File: config.mk
export PLATFORM = sky130hd
export DESIGN_NAME = flag_input_capture_flat
export DESIGN_NICKNAME = d
export VERILOG_FILES = /design/src/rtl/flag_input_capture_if.sv /design/src/rtl/flag_input_capture.sv /design/src/flat_wrapper.sv
export SDC_FILE = /design/constraint.sdc
export NUM_CORES = 1
export LEC_CHECK = 0
export ABC_AREA = 1
export BUFFER_PORTS_ARGS = -buffer_cell sky130_fd_sc_hd__buf_2
export CORE_MARGIN = 1.5
export CORE_UTILIZATION = 50
export CTS_BUF_LIST = sky130_fd_sc_hd__clkbuf_8 sky130_fd_sc_hd__clkbuf_16
export DETAILED_ROUTE_END_ITERATION = 12
export GPL_TIMING_DRIVEN = 0
export HOLD_SLACK_MARGIN = 0.05
export PLACE_DENSITY = 0.63
export SLEW_MARGIN = 20
export SYNTH_ARGS = -nofsm -noshare
export SYNTH_HDL_FRONTEND = slang
export SYNTH_SLANG_ARGS = --single-unit
File: constraint.sdc
create_clock -name clk -period 1.83 [get_ports clk]
set_input_delay 0.183 -clock clk [delete_from_list [all_inputs] [get_ports clk]]
set_output_delay 0.183 -clock clk [all_outputs]
set_load 0.05 [all_outputs]
File: src/rtl/flag_input_capture_if.sv
// rtl/flag_input_capture_if.sv - event inputs and flag set-pulse outputs of flag_input_capture
interface flag_input_capture_if #(
  parameter int N_INPUTS = 7
);
  logic [N_INPUTS-1:0] raw_in;
  logic [N_INPUTS-1:0] edge_sel;
  logic                capture_en;
  logic [7:0]          flag_inputs;
  logic [N_INPUTS-1:0] stable_out;

  modport master (
    output raw_in,
    output edge_sel,
    output capture_en,
    input  flag_inputs,
    input  stable_out
  );

  modport slave (
    input  raw_in,
    input  edge_sel,
    input  capture_en,
    output flag_inputs,
    output stable_out
  );
endinterface

File: src/rtl/flag_input_capture.sv
// rtl/flag_input_capture.sv - sync, debounce and edge-detect raw events into FLAG set pulses
module flag_input_capture #(
  parameter  int N_INPUTS        = 7,
  parameter  int DEBOUNCE_CYCLES = 500000,
  localparam int CNT_W           = $clog2(DEBOUNCE_CYCLES + 1)
) (
  input  logic                  clk,
  input  logic                  reset,
  flag_input_capture_if.slave   bus
);

  localparam logic [CNT_W-1:0] CNT_LAST = CNT_W'(DEBOUNCE_CYCLES - 1);

  logic [N_INPUTS-1:0] s1;
  logic [N_INPUTS-1:0] s2;
  logic [N_INPUTS-1:0] stable;
  logic [N_INPUTS-1:0] pulse;
  logic [CNT_W-1:0]    cnt [N_INPUTS];

  always_ff @(posedge clk) begin
    if (reset) begin
      s1     <= '0;
      s2     <= '0;
      stable <= '0;
      pulse  <= '0;
      for (int i = 0; i < N_INPUTS; i++) begin
        cnt[i] <= '0;
      end
    end else begin
      s1 <= bus.raw_in;
      s2 <= s1;
      for (int i = 0; i < N_INPUTS; i++) begin
        pulse[i] <= 1'b0;
        if (s2[i] == stable[i]) begin
          cnt[i] <= '0;
        end else if (cnt[i] == CNT_LAST) begin
          // Accepted transition: the new level itself is the edge direction.
          stable[i] <= s2[i];
          cnt[i]    <= '0;
          pulse[i]  <= bus.capture_en && (s2[i] == bus.edge_sel[i]);
        end else begin
          cnt[i] <= cnt[i] + CNT_W'(1);
        end
      end
    end
  end

  assign bus.flag_inputs = {{(8 - N_INPUTS){1'b0}}, pulse};
  assign bus.stable_out  = stable;

endmodule

File: src/flat_wrapper.sv
// flat-port wrapper written by rule: the top's interface ports become plain ports
module flag_input_capture_flat 
#(
  parameter  int N_INPUTS        = 7,
  parameter  int DEBOUNCE_CYCLES = 500000,
  localparam int CNT_W           = $clog2(DEBOUNCE_CYCLES + 1)
)
  (clk, reset, bus_raw_in, bus_edge_sel, bus_capture_en, bus_flag_inputs, bus_stable_out);
  flag_input_capture_if #(.N_INPUTS(N_INPUTS)) bus_i ();
  input  logic clk;
  input  logic reset;
  input wire logic [$bits(bus_i.raw_in)-1:0] bus_raw_in;
  input wire logic [$bits(bus_i.edge_sel)-1:0] bus_edge_sel;
  input wire logic [$bits(bus_i.capture_en)-1:0] bus_capture_en;
  output wire logic [$bits(bus_i.flag_inputs)-1:0] bus_flag_inputs;
  output wire logic [$bits(bus_i.stable_out)-1:0] bus_stable_out;
  assign bus_i.raw_in = bus_raw_in;
  assign bus_i.edge_sel = bus_edge_sel;
  assign bus_i.capture_en = bus_capture_en;
  assign bus_flag_inputs = bus_i.flag_inputs;
  assign bus_stable_out = bus_i.stable_out;
  flag_input_capture #(.N_INPUTS(N_INPUTS), .DEBOUNCE_CYCLES(DEBOUNCE_CYCLES)) u_core (.clk(clk), .reset(reset), .bus(bus_i));
endmodule
==> run metrics, run 1 <==
Top Ports=32; crit share post-route=between 90% and 100%; Seq/Total Area, Yosys=between 40% and 50%; Leakage=~0.0045 uW; CTS tree=yes; skew final=between 0.008 and 0.009 ns; Crit Path Class=flop to flop; status=finished, final reports clean; filler instances=1,734; Slew Limit Fails=0; WHS=0.0512 ns; hold crit path type=primary input to flop; Reg2Reg Capture Point=u_core.cnt[0][11]$_SDFFCE_PN0P_; first-pass GRT wire length=between 30,000 and 40,000 um; CP Max Fanout=10; final net count=between 1,000 and 1,500; vias in the first global route=approximately 7,300; Antenna Nets Post-Route=0; Die Y=approximately 140 um; post-detailed-routing wire length=slightly below 20,000 um; Power Total=approximately 8100 uW; Skew-Pair Late Insertion Delay=~0.43 ns; CTS Buffer Depth=2; RSZ-0062 raised after global routing=no; Via density=4.71; Final Hold Fails=0; WL per Instance=about 12 um; clock sinks=about 160; ant diodes=0; Least-Margin Pin Slew=between 0.6 and 0.7 ns; CP startpoint kind=flop; syn_area_per_cell=approximately 7.8 sq um; die width=about 140 um; Post-route DRC=0; Worst Setup SP=u_core.cnt[0][0]$_SDFFCE_PN0P_; share of cells above drive strength 1=roughly a tenth; post-synthesis cell area=between 0.009 and 0.01 sq mm; clock-pin slew on the worst setup and hold paths=around 0.060 ns; Via Count=between 7,000 and 8,000; r2r startpoint=u_core.cnt[0][0]$_SDFFCE_PN0P_; reg2reg path depth=7; max-cap viol count=0; R2R Setup Slk=0.13 ns; Slew headroom=56.5%; hold path startpoint=bus_capture_en; GRT Residual Overflow=0; min Tclk post-route=between 1.5 and 2 ns; hold depth=3; Setup crit end=u_core.cnt[0][11]$_SDFFCE_PN0P_; Max VDD drop=between 600 and 700 uV; synth warn=0; Root Buffer=clkbuf_16; Cell Pwr Density=about 720 mW/mm^2; CTS H-tree depth=4; Port-buffer cells=29; drt pass-1 iters=4; area of the core=0.0186 sq mm; WP data arrival=about 1.9 ns; synthesis-stage register bit count=roughly 160; Die Footprint=around 0.020 sq mm; DP HPWL=about 15,000 um; largest net degree at the start of global routing=17; Total GRT Usage=between 20% and 30%; final setup fails=0; nature of the critical path endpoint=flop; DRT iter0 DRCs=between 300 and 400; Final GP Congestion=0.860; Starting Density=51.0%; P&R area growth vs syn=18.4%; initial antenna violation count=0; Synth cell types=36; max frequency=587 MHz; num rows=50; CP required=2.02 ns; CTS Buf Count=17; Cells after Synth=1,226
[kinds of logic after synthesis]
group,synth area share [%]
AO/OA/AOI/OAI,4.56
adder cells (fa/ha/maj),0.922
buffers and inverters,6.86
AND/OR/NAND/NOR,34.5
flip-flops,47.9
XOR/XNOR,5.16
other,0.0790
[area by class of cell]
class	count	area, sq um	area share (%)
repair buffers	49	320	2.85
inverters	140	527	4.68
clock inverters	11	87.6	0.778
well taps	234	293	2.60
multi-input cells	1046	4860	43.2
plain buffers	11	125	1.11
clock buffers	21	480	4.27
flip-flops and latches	161	4550	40.5
[metrics by stage]
stage	worst slack, ns	instance area, sq um	utilization [%]	std cells	TNS [ns]
after floorplan	0.174	10000	-	1358	0
after global routing	0.000197	11300	60.4	1673	0
after CTS	0.00599	11100	59.8	1665	0
final	0.126	11300	60.4	1673	0
after detailed placement	-0.0848	10400	56.0	1621	-2.38
after global placement	-0.0642	10400	56.0	1621	-1.82
[cell usage after synthesis, drive strengths merged]
cell / n / area (sq um)
nand3: 89 / 500
nor2: 310 / 1250
o2111ai: 1 / 8.76
clkbuf: 1 / 3.75
nand2: 316 / 1210
a21oi: 58 / 298
conb: 2 / 7.51
xnor2: 22 / 193
edfxtp: 133 / 3990
ha: 7 / 87.6
clkinv: 1 / 5.00
inv: 139 / 522
buf: 10 / 121
nand3b: 2 / 15.0
o21ai: 21 / 105
a31oi: 1 / 6.26
nand4: 23 / 144
o211ai: 1 / 7.51
xor2: 34 / 298
or2: 15 / 93.8
nor3: 11 / 60.1
o21bai: 1 / 7.51
dfxtp: 28 / 561
[critical path, cell delays in order, from the launching register on]
cell	delay [ns]
edfxtp_1	0.39
ha_2	0.24
inv_1	0.10
nor2_2	0.16
nand3_1	0.17
nand2_4	0.17
buf_6	0.17
nor2_1	0.06
[worst min-delay path by stage]
stage | to
global route | u_core.pulse[2]$_SDFF_PP0_
finish | u_core.pulse[2]$_SDFF_PP0_
CTS | u_core.pulse[2]$_SDFF_PP0_
detailed placement | u_core.s1[3]$_SDFF_PP0_
floorplan | u_core.s1[0]$_SDFF_PP0_
global placement | u_core.s1[2]$_SDFF_PP0_
[metal layers]
metal	GRT usage [%]	part of all wire (%)	wire, um
met2	34.9	47	9130
met5	0	0	0
met1	27.9	48	9300
met3	3.33	3.1	589
met4	6.47	1.2	236
[layout by cell type (no fill, tap or decap), types with 5 or more instances in the layout]
cell type,n
dlygate4sd3_1,10
dfxtp_1,28
clkbuf_16,17
nand3_2,11
or2_2,5
edfxtp_1,133
buf_4,11
buf_6,7
buf_2,29
nand4_1,23
xnor2_1,22
clkinv_2,5
nor3_1,10
nor2_2,27
xor2_1,34
inv_1,139
nor2_1,279
nand2_4,7
nand3_1,78
nand2_1,309
conb_1,134
ha_2,5
or2_0,9
o21ai_0,21
a21oi_1,56
[sequential cells by signal (all words and copies together), names as in the netlist]
name	flops
u_core.bus.stable_out	7
u_core.cnt	133
u_core.pulse	7
u_core.s1	7
u_core.s2	7
[what timing repair did]
action / in CTS / in global routing
gates resized for setup: 6 / 11
buffers inserted: 2 / 8
setup endpoints to repair: 41 / 65
hold endpoints to repair: 12 / 0
hold buffers: 10 / 0
pin swaps: 0 / 3
[report_power, final]
| part | switching (uW) | internal, uW |
|---|---|---|
| sequential | 158 | 4110 |
| combinational | 292 | 176 |
| clock | 1420 | 1990 |
| total | 1870 | 6280 |
Power figures use the tool's default switching activity.
==> inputs of run 2 (changes only) <==
CAP_MARGIN = 30   (was unset)
CORE_UTILIZATION = 30   (was 50)
MAX_ROUTING_LAYER = met4   (was unset)
PLACE_DENSITY = 0.41   (was 0.63)
==> run 2 against run 1 <==
Via count down 1.1%. Largest cell class unchanged. Critical path depth unchanged. Hold slack better by 0.067 ns. Register-to-register slack about the same. Power up 5.3%. Non-clock buffer count up 14. Final cell count is 11% higher. Die area grew 65%. Clock power increased by 12%. Clock skew is 0.0011 ns lower.
==> run metrics, run 2 (same netlist as run 1, synthesis figures left out) <==
clock-pin slew on the worst setup and hold paths=0.07 ns (about the same); post-detailed-routing wire length=21,500 um (+12%); Cell Pwr Density=735 mW/mm^2 (+1.6%); FF+latch area=0.00455 sq mm (unchanged); vias in the first global route=7,377 (+1.2%); CP max stage cell=edfxtp_1; dpl cell area=0.0106 sq mm (+1.9%); RSZ-0062 raised after global routing=no; Max VDD drop=585 uV (-15%); post-route cell area=0.0117 sq mm (+3.7%); CP Max Fanout=10 (unchanged); Total GRT Usage=14.3% (-6.5 points); P&R area growth vs syn=22.8%; clock share of power=44.6% (+2.7 points); Combinational Power Share=5.7% (about the same); worst-path cell chain=ha_2 > nand3_2 > nor2_2 > nand3_2 > nand2_4 > buf_12 > nor2_2; commonest non-fill, non-tap cell in the layout=nand2_1; switch share=23.4% (+0.41 points); Multi-input gate area=0.00489 sq mm (+0.57%); num rows=64 (+28%); crit share post-route=93.2% (about the same); CTS Buffer Depth=2 (unchanged); max-cap viol count=0 (unchanged); CTS tree=yes; Largest register FFs=133 (unchanged); Final GP Congestion=0.832 (-3.2%); final net count=1,464 (+0.97%); most frequent cells in the layout=nand2_1 (309), nor2_1 (278), inv_1 (140); Least-Margin Pin Slew=0.531 ns (-0.121 ns); GRT Residual Overflow=0 (unchanged); NetSw=2000 uW (+7.2%); Die Footprint=0.0328 sq mm (+65%); initial antenna violation count=0 (unchanged); ant diodes=0 (unchanged); status=finished, final reports clean; min Tclk post-route=1.71 ns (+0.00117 ns); final setup fails=0 (unchanged); max frequency=586 MHz (about the same); Top Ports=32 (unchanged); Slew headroom=64.5% (+7.9 points); Slew Limit Fails=0 (unchanged); skew final=0.00774 ns (-0.00112 ns); largest net degree at the start of global routing=17 (unchanged); PnR worst setup slack=0.125 ns (-0.00117 ns); WP data arrival=1.90 ns (about the same); Port-buffer cells=29 (unchanged); clock sinks=161 (unchanged); Final Hold Fails=0 (unchanged); sequential share of power=49.8% (-2.6 points); P_int=6580 uW (+4.8%); DRT iter0 DRCs=406 (+25%); Die Y=181 um (+28%); filler instances=3,340 (+93%); Skew-Pair Late Insertion Delay=0.43 ns (about the same); CP max stage delay=0.39 ns (about the same); Via Count=7,794 (-1.1%); Via density=4.22 (-11%); die width=181 um (+28%); Antenna Nets Post-Route=0 (unchanged); Root Buffer=clkbuf_16; Starting Density=30.7% (-20 points); Crit Path Class=flop to flop; Leakage=0.00463 uW (+2.5%); WHS=0.118 ns (+0.0667 ns); first-pass GRT wire length=36,300 um (+9.1%); worst slack, placed=-0.144 ns (-0.0590 ns); CP startpoint kind=flop; drt pass-1 iters=5 (+1); hold crit path type=primary input to flop; nature of the critical path endpoint=flop; Largest Register=u_core.cnt; CTS H-tree depth=4 (unchanged); WL per Instance=11.6 um (+1.1%); CP required=2.02 ns (about the same); area of the core=0.0309 sq mm (+66%); DP HPWL=16,400 um (+12%); CTS Buf Count=17 (unchanged); Post-route DRC=0 (unchanged); share of cells above drive strength 1=10.7% (+0.66 points)
-- run 2: cell count changes in the layout (fill, tap and decap cells not counted), moves of 3 or more --
cell	previous run	this run
clkbuf_16	17	22
clkinvlp_4	4	0
dlygate4sd3_1	10	14
clkbuf_8	4	0
clkinv_2	5	2
buf_4	11	21
clkinv_4	0	4
-- run 2: area by class of cell --
type,count,area share (%)
Multi-Input combinational cell,1046,41.9
Sequential cell,161,39.0
Clock buffer,22,4.72
Inverter,140,4.51
Tap cell,396,4.25
Timing Repair Buffer,63,3.73
Buffer,11,1.07
Clock inverter,10,0.772
-- run 2: worst max-delay path, delay by kind of cell, from the launching register on --
kind | cells | cell delay [ns]
flops | 1 | 0.39
buf+inv | 1 | 0.16
fa+ha+maj | 1 | 0.27
simple gates | 5 | 0.64
-- run 2: timing repair --
item | CTS | global route
hold buffers | 14 | 0
endpoints found under the hold margin | 15 | 0
gates resized for setup | 10 | 12
setup buffers | 2 | 18
setup endpoints to repair | 75 | 75
pin swaps | 0 | 5
-- run 2: power groups by stage --
stage                     clock, uW  sequential, uW  combinational (uW)
final                          3820            4270                 487
after CTS                      4000            4270                 466
after global placement            0            4350                 433
after detailed placement          0            4350                 432
after floorplan                   0            4300                 336
after global routing           4150            4290                 570
-- run 2: stage by stage --
stage                     power, uW  TNS [ns]  std cells  util [%]
after global routing           9010         0       1849      37.8
final                          8580         0       1849      37.8
after floorplan                4630         0       1358         -
after CTS                      8730         0       1831      37.1
after global placement         4780     -4.70       1783      34.4
after detailed placement       4780     -4.14       1783      34.4
-- run 2: worst paths after layout --
kind,from,endpoint,slack (ns),cells past startpoint
setup / recovery,u_core.cnt[1][1]$_SDFFCE_PN0P_,u_core.cnt[1][11]$_SDFFCE_PN0P_,0.12,7
hold / removal,bus_edge_sel[0],u_core.pulse[0]$_SDFF_PP0_,0.12,4
setup reg to reg,u_core.cnt[1][1]$_SDFFCE_PN0P_,u_core.cnt[1][11]$_SDFFCE_PN0P_,0.12,7
hold reg to reg,u_core.s1[4]$_SDFF_PP0_,u_core.s2[4]$_SDFF_PP0_,0.40,2
-- run 2: layer usage --
layer / global-route usage [%] / up-vias / wire length (um)
li1: - / 4247 / -
met5: - / - / 0
met1: 18.9 / 3471 / 11000
met3: 2.52 / 16 / 452
met4: 4.40 / 0 / 235
met2: 22.4 / 60 / 9860
